==> config.mk <==
export PLATFORM = sky130hd
export DESIGN_NAME = pia_porta_handshake_tx
export DESIGN_NICKNAME = d
export VERILOG_FILES = /design/src/rtl/pia_porta_handshake_tx.sv
export SDC_FILE = /design/constraint.sdc
export NUM_CORES = 1
export LEC_CHECK = 0
export BUFFER_PORTS_ARGS = -buffer_cell sky130_fd_sc_hd__clkbuf_2
export CAP_MARGIN = 20
export CELL_PAD_IN_SITES_DETAIL_PLACEMENT = 1
export CELL_PAD_IN_SITES_GLOBAL_PLACEMENT = 1
export CORE_MARGIN = 2
export CORE_UTILIZATION = 48
export CTS_CLUSTER_DIAMETER = 30
export CTS_CLUSTER_SIZE = 10
export DETAILED_ROUTE_END_ITERATION = 6
export PLACE_DENSITY = 0.84
export SETUP_SLACK_MARGIN = 0.5
export SLEW_MARGIN = 10
export SYNTH_ARGS = -nofsm -noshare
export SYNTH_HDL_FRONTEND = slang
export SYNTH_SLANG_ARGS = --single-unit
export TNS_END_PERCENT = 10
==> constraint.sdc <==
create_clock -name clk -period 2.8 [get_ports clk]
set_input_delay 0.7 -clock clk [delete_from_list [all_inputs] [get_ports clk]]
set_output_delay 0.7 -clock clk [all_outputs]
set_load 0.005 [all_outputs]
==> src/rtl/pia_porta_handshake_tx.sv <==
// Peripheral-side transmitter for the 6520 port-A read handshake: buffers bytes,
// presents each on pa_out, strobes CA1 and waits for the PIA to drop CA2.
module pia_porta_handshake_tx #(
  parameter int   FIFO_AW        = 2,
  parameter int   SETUP_CYCLES   = 2,
  parameter int   STROBE_CYCLES  = 2,
  parameter int   TIMEOUT_CYCLES = 1024,
  parameter logic CA1_ACTIVE     = 1'b0
) (
  input  logic             clk,
  input  logic             reset,
  input  logic             wr_en,
  input  logic [7:0]       wr_data,
  output logic             full,
  output logic [FIFO_AW:0] level,
  output logic [7:0]       pa_out,
  output logic             ca1_out,
  input  logic             ca2_in,
  output logic             busy,
  input  logic             err_clr,
  output logic             timeout_err,
  output logic             overflow_err
);

  localparam int DEPTH = 1 << FIFO_AW;
  localparam int MAX_HS = (SETUP_CYCLES > STROBE_CYCLES) ? SETUP_CYCLES : STROBE_CYCLES;
  localparam int MAX_C = (MAX_HS > TIMEOUT_CYCLES) ? MAX_HS : TIMEOUT_CYCLES;
  localparam int CW = $clog2(MAX_C + 1);

  localparam logic [CW-1:0]      CNT_ZERO    = {CW{1'b0}};
  localparam logic [CW-1:0]      CNT_ONE     = {{(CW-1){1'b0}}, 1'b1};
  localparam logic [CW-1:0]      SETUP_LAST  = CW'(SETUP_CYCLES - 1);
  localparam logic [CW-1:0]      STROBE_LAST = CW'(STROBE_CYCLES - 1);
  localparam logic [CW-1:0]      TMO_LAST    = CW'(TIMEOUT_CYCLES - 1);
  localparam logic [FIFO_AW:0]   LVL_ZERO    = {(FIFO_AW+1){1'b0}};
  localparam logic [FIFO_AW:0]   LVL_ONE     = {{FIFO_AW{1'b0}}, 1'b1};
  localparam logic [FIFO_AW:0]   DEPTH_V     = (FIFO_AW+1)'(DEPTH);
  localparam logic [FIFO_AW-1:0] PTR_ONE     = {{(FIFO_AW-1){1'b0}}, 1'b1};

  typedef enum logic [1:0] {
    ST_IDLE     = 2'd0,
    ST_SETUP    = 2'd1,
    ST_STROBE   = 2'd2,
    ST_WAIT_ACK = 2'd3
  } state_t;

  state_t             state_r, state_nx_s;
  logic [CW-1:0]      cnt_r, cnt_nx_s;
  logic               ca1_r, ca1_nx_s;
  logic [7:0]         mem_r [DEPTH];
  logic [FIFO_AW-1:0] wr_ptr_r, rd_ptr_r;
  logic [FIFO_AW:0]   count_r, count_nx_s;
  logic               full_r, busy_r, terr_r, oerr_r;
  logic [7:0]         pa_r;
  logic               ca2_meta_r, ca2_sync_r, ca2_prev_r;
  logic               ack_s, push_s, ovf_s, pop_s, tmo_s;

  assign ack_s  = ca2_prev_r & ~ca2_sync_r;
  assign push_s = wr_en & ~full_r;
  assign ovf_s  = wr_en & full_r;

  // Next-state and handshake sequencing
  always_comb begin
    state_nx_s = state_r;
    cnt_nx_s   = cnt_r;
    ca1_nx_s   = ca1_r;
    pop_s      = 1'b0;
    tmo_s      = 1'b0;
    case (state_r)
      ST_IDLE: begin
        if (count_r != LVL_ZERO) begin
          pop_s      = 1'b1;
          state_nx_s = ST_SETUP;
          cnt_nx_s   = CNT_ZERO;
        end else begin
          state_nx_s = ST_IDLE;
        end
      end
      ST_SETUP: begin
        if (cnt_r == SETUP_LAST) begin
          ca1_nx_s   = CA1_ACTIVE;
          state_nx_s = ST_STROBE;
          cnt_nx_s   = CNT_ZERO;
        end else begin
          cnt_nx_s = cnt_r + CNT_ONE;
        end
      end
      ST_STROBE: begin
        if (cnt_r == STROBE_LAST) begin
          ca1_nx_s   = ~CA1_ACTIVE;
          state_nx_s = ST_WAIT_ACK;
          cnt_nx_s   = CNT_ZERO;
        end else begin
          cnt_nx_s = cnt_r + CNT_ONE;
        end
      end
      ST_WAIT_ACK: begin
        // An acknowledge on the final timeout cycle takes precedence
        if (ack_s) begin
          state_nx_s = ST_IDLE;
          cnt_nx_s   = CNT_ZERO;
        end else if (cnt_r == TMO_LAST) begin
          tmo_s      = 1'b1;
          state_nx_s = ST_IDLE;
          cnt_nx_s   = CNT_ZERO;
        end else begin
          cnt_nx_s = cnt_r + CNT_ONE;
        end
      end
      default: begin
        state_nx_s = ST_IDLE;
        cnt_nx_s   = CNT_ZERO;
        ca1_nx_s   = ~CA1_ACTIVE;
      end
    endcase
  end

  // FIFO occupancy after this cycle's push/pop
  always_comb begin
    count_nx_s = count_r;
    case ({push_s, pop_s})
      2'b10:   count_nx_s = count_r + LVL_ONE;
      2'b01:   count_nx_s = count_r - LVL_ONE;
      default: count_nx_s = count_r;
    endcase
  end

  // Control, output and synchroniser registers
  always_ff @(posedge clk or posedge reset) begin
    if (reset) begin
      state_r    <= ST_IDLE;
      cnt_r      <= CNT_ZERO;
      ca1_r      <= ~CA1_ACTIVE;
      pa_r       <= 8'h00;
      busy_r     <= 1'b0;
      count_r    <= LVL_ZERO;
      full_r     <= 1'b0;
      wr_ptr_r   <= {FIFO_AW{1'b0}};
      rd_ptr_r   <= {FIFO_AW{1'b0}};
      terr_r     <= 1'b0;
      oerr_r     <= 1'b0;
      ca2_meta_r <= 1'b1;
      ca2_sync_r <= 1'b1;
      ca2_prev_r <= 1'b1;
    end else begin
      state_r    <= state_nx_s;
      cnt_r      <= cnt_nx_s;
      ca1_r      <= ca1_nx_s;
      busy_r     <= (state_nx_s != ST_IDLE);
      count_r    <= count_nx_s;
      full_r     <= (count_nx_s == DEPTH_V);
      ca2_meta_r <= ca2_in;
      ca2_sync_r <= ca2_meta_r;
      ca2_prev_r <= ca2_sync_r;
      // A set event in the same cycle as err_clr leaves the flag set
      terr_r     <= tmo_s | (terr_r & ~err_clr);
      oerr_r     <= ovf_s | (oerr_r & ~err_clr);
      if (push_s) begin
        wr_ptr_r <= wr_ptr_r + PTR_ONE;
      end
      if (pop_s) begin
        rd_ptr_r <= rd_ptr_r + PTR_ONE;
        pa_r     <= mem_r[rd_ptr_r];
      end
    end
  end

  // Byte storage
  always_ff @(posedge clk or posedge reset) begin
    if (reset) begin
      for (int i = 0; i < DEPTH; i++) begin
        mem_r[i] <= 8'h00;
      end
    end else if (push_s) begin
      mem_r[wr_ptr_r] <= wr_data;
    end
  end

  assign full         = full_r;
  assign level        = count_r;
  assign pa_out       = pa_r;
  assign ca1_out      = ca1_r;
  assign busy         = busy_r;
  assign timeout_err  = terr_r;
  assign overflow_err = oerr_r;

endmodule

Word level (Yosys, flattened, before mapping)
Index checks and enable logic that the tools add are counted.
{ "totals": {"register_bits": 68, "input_bits": 13, "out_inout_bits": 16, "wordCells": 82} }
{ "op_classes": {"addsub": 5, "order_cmp": 3, "n_eq_ne": 11, "mux": 26, "bitwise_logic": 12, "reduce_logical": 7} }
{ "op_table": {"columns": ["operator", "count"], "rows": [
  ["$mux 11", 4],
  ["$pmux 11 s3", 1],
  ["$bwmux 32", 1],
  ["$mux 8", 3],
  ["$bmux 8 s2", 1],
  ["$demux 8 s2", 1],
  ["$add 11x1->11 const B", 1],
  ["$eq 11x1->1 const B", 1],
  ["$eq 11x10->1 const B", 1],
  ["$mux 1", 8],
  ["$mux 2", 4],
  ["$pmux 2 s4", 1],
  ["$eq 2x2->1 const B", 3],
  ["$ge 3x3->1 const B", 2],
  ["$ne 2x2->1 const B", 3],
  ["$not 2->3", 2],
  ["$pmux 3 s2", 1],
  ["$and 1x1->1", 5],
  ["$add 2x1->2 const B", 2],
  ["$eq 2x1->1 const B", 2],
  ["$reduce_bool 2->1", 2],
  ["$add 3x1->3 const B", 1],
  ["$eq 3x3->1 const B", 1],
  ["$lt 3x1->1 const B", 1],
  ["other kinds (9)", 12]
]} }

Depth between registers and ports, before layout
Gate-level depths: netlist of run 1.
{ "depth": {"depth_word": 6, "ltp_mapped": 11, "ltp_nobuf": 10} }

Worst setup path after synthesis of run 1
Ideal clock, no wire load.
{ "synth_timing": {"path_type": "reg-to-reg", "start": "register state_r[0]", "end": "register full_r, in the netlist full", "setup_ps": 88, "arrival_ps": 2291, "t_required_ps": 2712, "path_slack_ps": 421, "path_stages_with_launch": 12, "path_buffers": 1, "path_cell_list": "dfrtp_1 -> inv_1 -> ha_1 -> nor2b_1 -> buf_2 -> ha_1 -> inv_1 -> fa_1 -> xor2_1 -> nor2_1 -> xor2_1 -> nor3b_1"} }
{ "synth_between": {"elab_chain_len": 5, "elab_cells_between_ends": 6, "cone_classes": "eq/ne (3); mux (2); reduce/logical (1)"} }
{ "synth_rtl": {"columns": ["item", "line_no", "rtl"], "rows": [
  ["start, declared", "47", "state_t state_r, state_nx_s;"],
  ["start signal, assigned", "146", "state_r <= state_nx_s;"],
  ["$logic_not 2->1 *", "69", "case (state_r)"],
  ["$mux 1 *", "69", null],
  ["via pop_s", "56", "logic ack_s, push_s, ovf_s, pop_s, tmo_s;"],
  ["$eq 2x1->1 or $eq 2x2->1 (tied branches)", "121", "case ({push_s, pop_s})"],
  ["$pmux 3 s2 *", "121", null],
  ["via count_nx_s[2]", "52", "logic [FIFO_AW:0] count_r, count_nx_s;"],
  ["$eq 3x3->1 *", "151", "full_r <= (count_nx_s == DEPTH_V);"],
  ["end signal, assigned", "151", null],
  ["end, declared", "53", "logic full_r, busy_r, terr_r, oerr_r;"]
]} }
The timed path passes the listed nets; every way through them passes the cells marked *.
A chain may end at the register's enable or synchronous reset.

Worst setup path after layout of run 1
{ "layout_timing": {"start": "register state_r[0]", "end": "register full_r, in the netlist full"} }
{ "layout_between": {"elab_chain_len": 5, "elab_cells_between_ends": 6, "cone_classes": "eq/ne (3); mux (2); reduce/logical (1)"} }
{ "layout_rtl": {"columns": ["item", "line_no"], "rows": [
  ["$logic_not 2->1 *", "69"],
  ["$mux 1 *", "69"],
  ["$eq 2x1->1 or $eq 2x2->1 (tied branches)", "121"],
  ["$pmux 3 s2 *", "121"],
  ["via count_nx_s[2]", "52"],
  ["$eq 3x3->1 *", "151"]
]} }
Marked as above.

==> flow_summary.toml, run 1 <==
[outcome]
outcome = "finished clean"

[clock_tree]
tritoncts = "built"
insertion_delay_ps = 350
clk_pin_slew_ps = 80
clockBufferDepth = 2
ctsHoldBuffers = 0
htree_levels = 3
cts_num_sinks = 68
numCtsBuffers = 9
cts-root-buf = "clkbuf_8"

[global_route]
grt_pass1_wl_mm = 11.70
antenna_found_initial = 0
grt_start_max_net_pins = 39
grt_overflow = 0
grt_usage_pct = 21.39
grt_pass1_vias = 2295

[cells_and_area]
final_nets = 310
finalNonFillerCells = 366
diodes = 0
drive_gt1_share_pct = 40.83
areaGrowthSynthToFinish_pct = 17.24

[hold_path]
whs_path_depth = 0
worst_hold_path_type = "register to register"
hp-start = "ca2_meta_r"

[synth]
synthArstFlopShare_pct = 100.0
synth_edf_count = 0
ys_seq_area_share_pct = 54.06
synthCells = 243
synth_ff_type = "dfrtp_1"
synthesis.area_mm2 = 0.003157
syn_avg_cell_area_um2 = 12.99
ys_warn_count = 0
synth_seq_cells = 68
synth_cell_types = 41
synth_fp_nets = 269

[setup_path]
required_ps = 3070
rr_startpoint = "state_r[0]"
arrival_ps = 2520
startpoint = "state_r[0]"
critPathMaxFanout = 5
critPathLaunchType = "register"
worstSetupPathType = "register to register"
reg2reg_depth = 10
end_kind = "register"

[timing]
grt_setup_unrepaired = "no"
setup_viol = 0
skew_ps = 8.868
fmax_mhz = 444.2
tns_ps = 0
period_share_pct = 80.41
worst_pin_slew_ps = 670.0
fin_crit_ps = 2251
hold_violations = 0
drv_slew = 0
relSlewSlack_pct = 55.24

[die]
die_x_um = 85.10
initial_core_util_pct = 49.71
io_pins = 29
core_region_area_mm2 = 0.006350
rows = 29
die-area_mm2 = 0.007241
die_h_um = 85.10

[pwr]
ir_worst_vdd_v = 0.0008909
power_density_mw_per_mm2 = 1173
power_leakage_nw = 1.650

[route]
vias = 2040
viasPerCell = 5.574
drc = 0
wire_per_inst_um = 18.98
wirelength_mm = 6.947
ant_nets = 0
firstDrtPassIters = 4
drt_iter0_markers = 34

[placement]
numPlacedInstances = 347
gp_routability_congestion = 0.7611
port_buffers = 28
post-dp-hpwl_mm = 4.650

[job]
drv.max_cap_violation_count = 0
cell usage in the layout (no fill, tap or decap), types with 3 or more instances in the layout:
cell / Yosys / final
dfstp_2: 4 / 4
a31oi_1: 5 / 5
nor4_1: 3 / 3
xor2_1: 4 / 4
xnor2_1: 3 / 3
clkbuf_8: 0 / 9
a21oi_1: 6 / 6
o21ai_0: 6 / 6
mux4_2: 8 / 8
and3_1: 3 / 3
clkbuf_2: 0 / 28
nand2_1: 22 / 22
ha_1: 12 / 10
inv_1: 15 / 12
mux2_2: 40 / 40
nand3_1: 5 / 5
nor2_1: 11 / 11
buf_4: 0 / 6
dfrtp_1: 64 / 63
repair_timing:
item	in CTS	in global routing
setup endpoints to repair	2	1
gates resized for setup	7	6
pin swaps	0	2
buffers inserted	0	3
gates cloned	0	0
cell families after synthesis:
kind of cell    after synthesis  share of synthesized area [%]
fa+ha+maj                    13                          5.390
flops                        68                          54.06
compound gates               26                          5.510
xor+xnor                      7                          1.942
mux                          49                          20.29
buf+inv                      20                          2.695
simple gates                 60                          10.11
layer usage:
metal | track usage [%] | vias to the layer above | wire length [um]
li1 | - | 950 | -
met1 | 26.31 | 1051 | 2935
met2 | 36.51 | 30 | 3692
met3 | 5.837 | 9 | 219
met4 | 7.215 | 0 | 101
met5 | 0 | - | 0
state kept, by name (all words and copies together) (netlist names), 2 cells and up:
signal,count
mem_r,32
cnt_r,11
pa_out,8
level,3
rd_ptr_r,2
state_r,2
wr_ptr_r,2
cells in the mapped netlist (3+ instances only):
master | n | area (um^2)
dfrtp_1 | 64 | 1602
mux2_2 | 40 | 450.4
nand2_1 | 22 | 82.58
inv_1 | 15 | 56.30
ha_1 | 12 | 150.1
nor2_1 | 11 | 41.29
mux4_2 | 8 | 180.2
a21oi_1 | 6 | 30.03
o21ai_0 | 6 | 30.03
a31oi_1 | 5 | 31.28
nand3_1 | 5 | 25.02
dfstp_2 | 4 | 105.1
xor2_1 | 4 | 35.03
and3_1 | 3 | 18.77
nor3_1 | 3 | 15.01
nor4_1 | 3 | 18.77
xnor2_1 | 3 | 26.28
worst paths after layout:
kind	end	slack, ps
max in group asynchronous	ca2_meta_r	1700
min in group asynchronous	mem_r[19]	430
hold reg to reg	ca2_sync_r	360
setup reg to reg	full	550
hold / removal	ca2_sync_r	360
setup / recovery	full	550
cell type report:
class	count	area, um^2
clock inverters	7	98.84
clock buffers	9	123.9
multi-input cells	155	1406
inverters	15	62.56
fillers	639	2649
flip-flops and latches	68	1708
repair buffers	35	205.2
well taps	77	96.34
power breakdown:
group / internal [mW] / total [mW] / switching [mW]
logic: 0.951 / 1.71 / 0.756
clock network: 0.507 / 0.915 / 0.408
registers: 1.40 / 1.72 / 0.319
total: 2.86 / 4.34 / 1.48
worst max-delay path, stage by stage, from the launching register on:
cell and delay [ps]:
dfrtp_2 450, inv_4 90, ha_4 150, nor2b_4 150, ha_2 200, inv_1 70
fa_2 370, xor2_1 170, nor2_1 130, xor2_1 210, nor3b_2 200
per-stage QoR:
| stage | utilization [%] | hold WS (ps) | worst slack, ps | power (mW) | area [um^2] |
|---|---|---|---|---|---|
| after floorplan | - | 345.2 | 420.6 | 2.817 | 3161 |
| after global placement | 53.71 | 346.7 | 534.9 | 3.159 | 3411 |
| after detailed placement | 53.71 | 349.8 | 346.5 | 3.294 | 3411 |
| after CTS | 57.58 | 359.4 | 513.5 | 4.280 | 3656 |
| after global routing | 58.29 | 361.2 | 442.2 | 4.622 | 3701 |
| final | 58.29 | 357.7 | 548.7 | 4.341 | 3701 |
(Power assumes the default switching activity.)
==> run 2, diff against run 1 <==
Settings changed: CORE_UTILIZATION 48 to 43, PLACE_DENSITY 0.84 to 0.79.
Clock period 2.8 ns to 1.9 ns, I/O delays scaled along.
==> run 2 against run 1 <==
Net effect:
- the run now ends with setup timing left
- first-iteration DRC count rose by 110%
- die area rose by 11%
- final cell count rose by 14%
- sequential power rose by 43%
- core utilization rose by 2.4 points
- critical path depth rose by 1
- maximum frequency rose by 8.0%
- register-to-register slack got worse by 730 ps
==> flow_summary.toml, run 2 (synthesis gave the netlist of run 1 again) <==
[outcome]
outcome = "finished, violations left"
violations = "setup timing"

[global_route]
met2_usage_pct = 38.24
grt_usage_pct = 21.16
grt-busiest-layer = "met2"
globalRouteMet1Util_pct = 24.25
grt_start_max_net_pins = 26
grt_overflow = 0
grt_pass1_vias = 2440
grt_use_met3_pct = 5.302
grt_pass1_wl_mm = 12.50
antenna_found_initial = 0

[timing]
skew_ps = 9.633
fin_crit_ps = 2084
grt_setup_unrepaired = "yes"
tns_ps = -351.8
hold_ws_ps = 170.7
worst_pin_slew_ps = 573.6
setup_viol = 2
fmax_mhz = 479.8
period_share_pct = 109.7
drv_slew = 0
relSlewSlack_pct = 61.68
final.setup.worst_slack_ps = -184.2
hold_violations = 0

[die]
io_pins = 29
initial_core_util_pct = 43.99
die-area_mm2 = 0.008043
die_x_um = 89.68
die_h_um = 89.68
core_region_area_mm2 = 0.007176
rows = 31

[cells_and_area]
drive_gt1_share_pct = 60.31
multi_input_area_mm2 = 0.001730
areaGrowthSynthToFinish_pct = 37.85
layout_commonest_cell = "dfrtp_1"
largest_register_ffs = 32
final_cell_mix = "60 x dfrtp_1, 32 x mux2_2, 25 x clkbuf_2, 24 x buf_4, 15 x nand2_1"
utilization_pct = 60.65
regMostFlops = "mem_r"
final_nets = 341
diodes = 0
seq_area_mm2 = 0.001712
fillerInstances = 695

[pwr]
ir_worst_vdd_v = 0.0009181
total_power_mw = 7.599
combPwrFrac_pct = 51.7
p_seq_share_pct = 32.4
p_switching_mw = 2.674
power_frac_clock_pct = 15.9
power.internal_mw = 4.925
swShare_pct = 35.19
power_density_mw_per_mm2 = 1746
power_leakage_nw = 1.943

[clock_tree]
tritoncts = "built"
htree_levels = 3
cts_num_sinks = 68
ctsHoldBuffers = 0
clk_pin_slew_ps = 80
numCtsBuffers = 9
insertion_delay_ps = 350
cts-root-buf = "clkbuf_8"
clockBufferDepth = 2

[route]
wire_per_inst_um = 19.52
drc = 0
vias = 2208
firstDrtPassIters = 4
drt_iter0_markers = 73
wirelength_mm = 8.180
ant_nets = 0
viasPerCell = 5.270

[setup_path]
required_ps = 2200
arrival_ps = 2380
critPathLaunchType = "register"
end_kind = "register"
worstSetupPathType = "register to register"
critPathMaxFanout = 2

[job]
drv.max_cap_violation_count = 0

[hold_path]
worst_hold_path_type = "primary input to asynchronous set/reset pin"

[placement]
pre_cts_ws_ps = -155.8
port_buffers = 28
gp_routability_congestion = 0.7898
post-dp-hpwl_mm = 4.931
[run 2: path summary, 6_finish.rpt]
kind | start | end | slack [ps] | depth (start not counted)
min in group clk | ca2_in | ca2_meta_r | 210 | 1
hold / removal | reset | pa_out[5] | 170 | 2
max in group asynchronous | reset | ca1_out | 1150 | 3
hold reg to reg | ca2_meta_r | ca2_sync_r | 360 | 0
setup reg to reg | state_r[0] | level[2] | -180 | 11
setup / recovery | state_r[0] | level[2] | -180 | 11
[run 2: power by group through the flow]
stage	sequential, mW	combinational, mW	clock, mW
after floorplan	2.34	1.92	0
after global placement	2.40	2.57	0
after detailed placement	2.45	2.71	0
after CTS	2.45	3.38	1.23
after global routing	2.53	4.19	1.31
final	2.46	3.93	1.21
[run 2: critical path, cell delays in order, from the launching register on]
cell and delay [ps]:
dfrtp_1 420, inv_2 100, ha_4 140, nor2b_4 160
ha_4 150, inv_2 40, fa_2 330, xor2_1 150
nor2_1 130, xor2_1 190, buf_4 140, buf_6 80
[run 2: layout make-up]
class	count	share of cell area [%]
clock inverters	7	1.754
well taps	99	2.846
clock buffers	9	2.846
repair buffers	66	12.02
inverters	15	1.438
flip-flops and latches	68	39.33
multi-input cells	155	39.76
[run 2: what timing repair did]
item                       4_1_cts  5_1_grt
setup buffers                   10        7
gates resized for setup         65       28
setup endpoints to repair       63       64
pin swaps                       30       12
[run 2: routing by layer]
| layer | up-vias | share of wire, % |
|---|---|---|
| li1 | 1012 | - |
| met2 | 34 | 56 |
| met1 | 1145 | 40 |
| met3 | 17 | 2.0 |
| met5 | - | 0 |
| met4 | 0 | 2.2 |
[run 2: metrics by stage]
step / cells / cell area, um^2
floorplan: 243 / 3207
global route: 419 / 4352
CTS: 412 / 4175
finish: 419 / 4352
detailed placement: 386 / 3618
global placement: 386 / 3618
==> run 3, diff against run 2 <==
Settings changed: SKIP_LAST_GASP set to 1.
==> run 3 against run 2 <==
Net effect:
- worst hold slack better by 14 ps
- highest routed layer unchanged
- total power down 11%
- wire length down 11%
- register-to-register slack better by 60 ps
- count of clock-buffer cells in the layout unchanged
- critical path depth down 1
- first-iteration DRC count down 14%
- final cell count down 0.72%
- largest cell class is now sequential cells
- die area unchanged
- sequential share of layout area up 2.4 points
- sequential cell count unchanged
- the flow still finishes with violations (setup timing)
- clock skew about the same
==> flow_summary.toml, run 3 (synthesis gave the netlist of run 1 again) <==
[setup_path]
crit_buf_inv = 2
end_kind = "register"
path_cells = "inv_2 -> ha_4 -> nor2b_4 -> ha_4 -> inv_2 -> fa_2 -> xor2_1 -> nor2_1 -> xor2_1 -> nor3b_2"
required_ps = 2170
cpLargestDelayFamily = "adder cells"
critPathMaxFanout = 2
crit_cells = 10
cpPeakStageDelay_ps = 410
cp_slowest_cell = "dfrtp_1"
arrival_ps = 2290
critPathLaunchType = "register"
reg2reg_depth = 10
worstSetupPathType = "register to register"

[die]
initial_core_util_pct = 43.99
core_region_area_mm2 = 0.007176
die_h_um = 89.68
die_x_um = 89.68
rows = 31
io_pins = 29
die-area_mm2 = 0.008043

[placement]
gp_routability_congestion = 0.7898
placed_area_mm2 = 0.003618
numPlacedInstances = 386
port_buffers = 28
post-dp-hpwl_mm = 4.931

[clock_tree]
cts-root-buf = "clkbuf_8"
clockBufferDepth = 2
tritoncts = "built"
clk_pin_slew_ps = 80
numCtsBuffers = 9
htree_levels = 3
cts_num_sinks = 68
insertion_delay_ps = 340

[route]
vias = 2184
wire_per_inst_um = 17.54
drc = 0
firstDrtPassIters = 4
ant_nets = 0
wirelength_mm = 7.297
viasPerCell = 5.250
drt_iter0_markers = 63

[global_route]
antenna_found_initial = 0
grt_overflow = 0
grt_start_max_net_pins = 26
grt_usage_pct = 19.63
grt_pass1_wl_mm = 11.61
grt_pass1_vias = 2337

[timing]
final.setup.worst_slack_ps = -124.2
fin_crit_ps = 2024
hold_violations = 0
period_share_pct = 106.5
skew_ps = 10.09
relSlewSlack_pct = 61.25
grt_setup_unrepaired = "yes"
fmax_mhz = 494.0
drv_slew = 0
setup_viol = 2
worst_pin_slew_ps = 580.1

[cells_and_area]
final_cell_mix = "59 x dfrtp_1, 40 x mux2_2, 28 x clkbuf_2, 26 x buf_4, 21 x nand2_1"
largest_register_ffs = 32
regMostFlops = "mem_r"
diodes = 0
final_cell_area_mm2 = 0.004106
layout_commonest_cell = "dfrtp_1"
areaGrowthSynthToFinish_pct = 30.08
drive_gt1_share_pct = 52.37
finalNonFillerCells = 416
final_nets = 338

[pwr]
combPwrFrac_pct = 46.3
power.internal_mw = 4.451
power_leakage_nw = 1.808
ir_worst_vdd_v = 0.0008848
power_density_mw_per_mm2 = 1651
total_power_mw = 6.778
p_switching_mw = 2.328
swShare_pct = 34.34
power_frac_clock_pct = 17.8
p_seq_share_pct = 35.9

[job]
drv.max_cap_violation_count = 0

[hold_path]
worst_hold_path_type = "primary input to asynchronous set/reset pin"

[outcome]
violations = "setup timing"
outcome = "finished, violations left"
-- run 3: cell types whose count changed in the layout (fill, tap and decap cells not counted), moves of 3 or more --
cell	change
clkbuf_2	+3
a21oi_2	-5
nand2_4	-5
a21oi_1	+5
mux2_2	+8
nand2_1	+6
buf_6	-7
mux2_4	-8
-- run 3: area by class of cell --
cell class / instances / area [um^2]
Tap cell: 99 / 123.9
Sequential cell: 68 / 1713
Inverter: 15 / 60.06
Timing Repair Buffer: 63 / 454.2
Fill cell: 734 / 3069
Multi-Input combinational cell: 155 / 1555
Clock inverter: 7 / 76.32
Clock buffer: 9 / 123.9
-- run 3: per-layer routing --
metal | vias to the layer above | GRT usage (%) | share of wire, %
met5 | - | 0 | 0
met4 | 0 | 6.377 | 1.9
met3 | 13 | 4.022 | 2.7
met2 | 30 | 36.63 | 55
met1 | 1131 | 22.28 | 40
li1 | 1010 | - | -
-- run 3: worst reg2reg max path: stages (launching register included) --
cell and delay, ps:
dfrtp_1 410, inv_2 90, ha_4 140, nor2b_4 170
ha_4 140, inv_2 30, fa_2 330, xor2_1 140
nor2_1 110, xor2_1 200, nor3b_2 180
-- run 3: through the flow --
step	setup WS, ps	util [%]	TNS (ps)	hold WS, ps
detailed placement	-155.8	50.43	-155.8	351.6
global placement	-94.90	50.43	-94.90	348.6
finish	-124.2	57.23	-184.0	184.9
CTS	-91.23	55.92	-112.8	178.6
floorplan	-190.8	-	-205.5	345.2
global route	-234.1	57.23	-367.7	199.4
-- run 3: power by group through the flow --
stage          clock network, mW  registers (mW)  logic (mW)
3_5_place_dp                   0            2.45        2.71
2_1_floorplan                  0            2.34        1.92
4_1_cts                     1.23            2.44        3.08
6_report                    1.20            2.44        3.14
3_3_place_gp                   0            2.40        2.57
5_1_grt                     1.31            2.51        3.43
-- run 3: path summary, 6_finish.rpt --
path	slack, ps	startpoint	endpoint
hold / removal	180	reset	pa_out[5]
setup / recovery	-120	state_r[0]	full
setup reg to reg	-120	state_r[0]	full
max in group asynchronous	1140	reset	ca1_out
min in group clk	220	ca2_in	ca2_meta_r
hold reg to reg	360	ca2_meta_r	ca2_sync_r
-- run 3: what timing repair did --
action | CTS | global route
pin swaps | 7 | 7
gates cloned | 0 | 0
hold endpoints to repair | 0 | 0
setup endpoints to repair | 63 | 66
hold buffers | 0 | 0
setup buffers | 10 | 4
gates resized for setup | 22 | 17
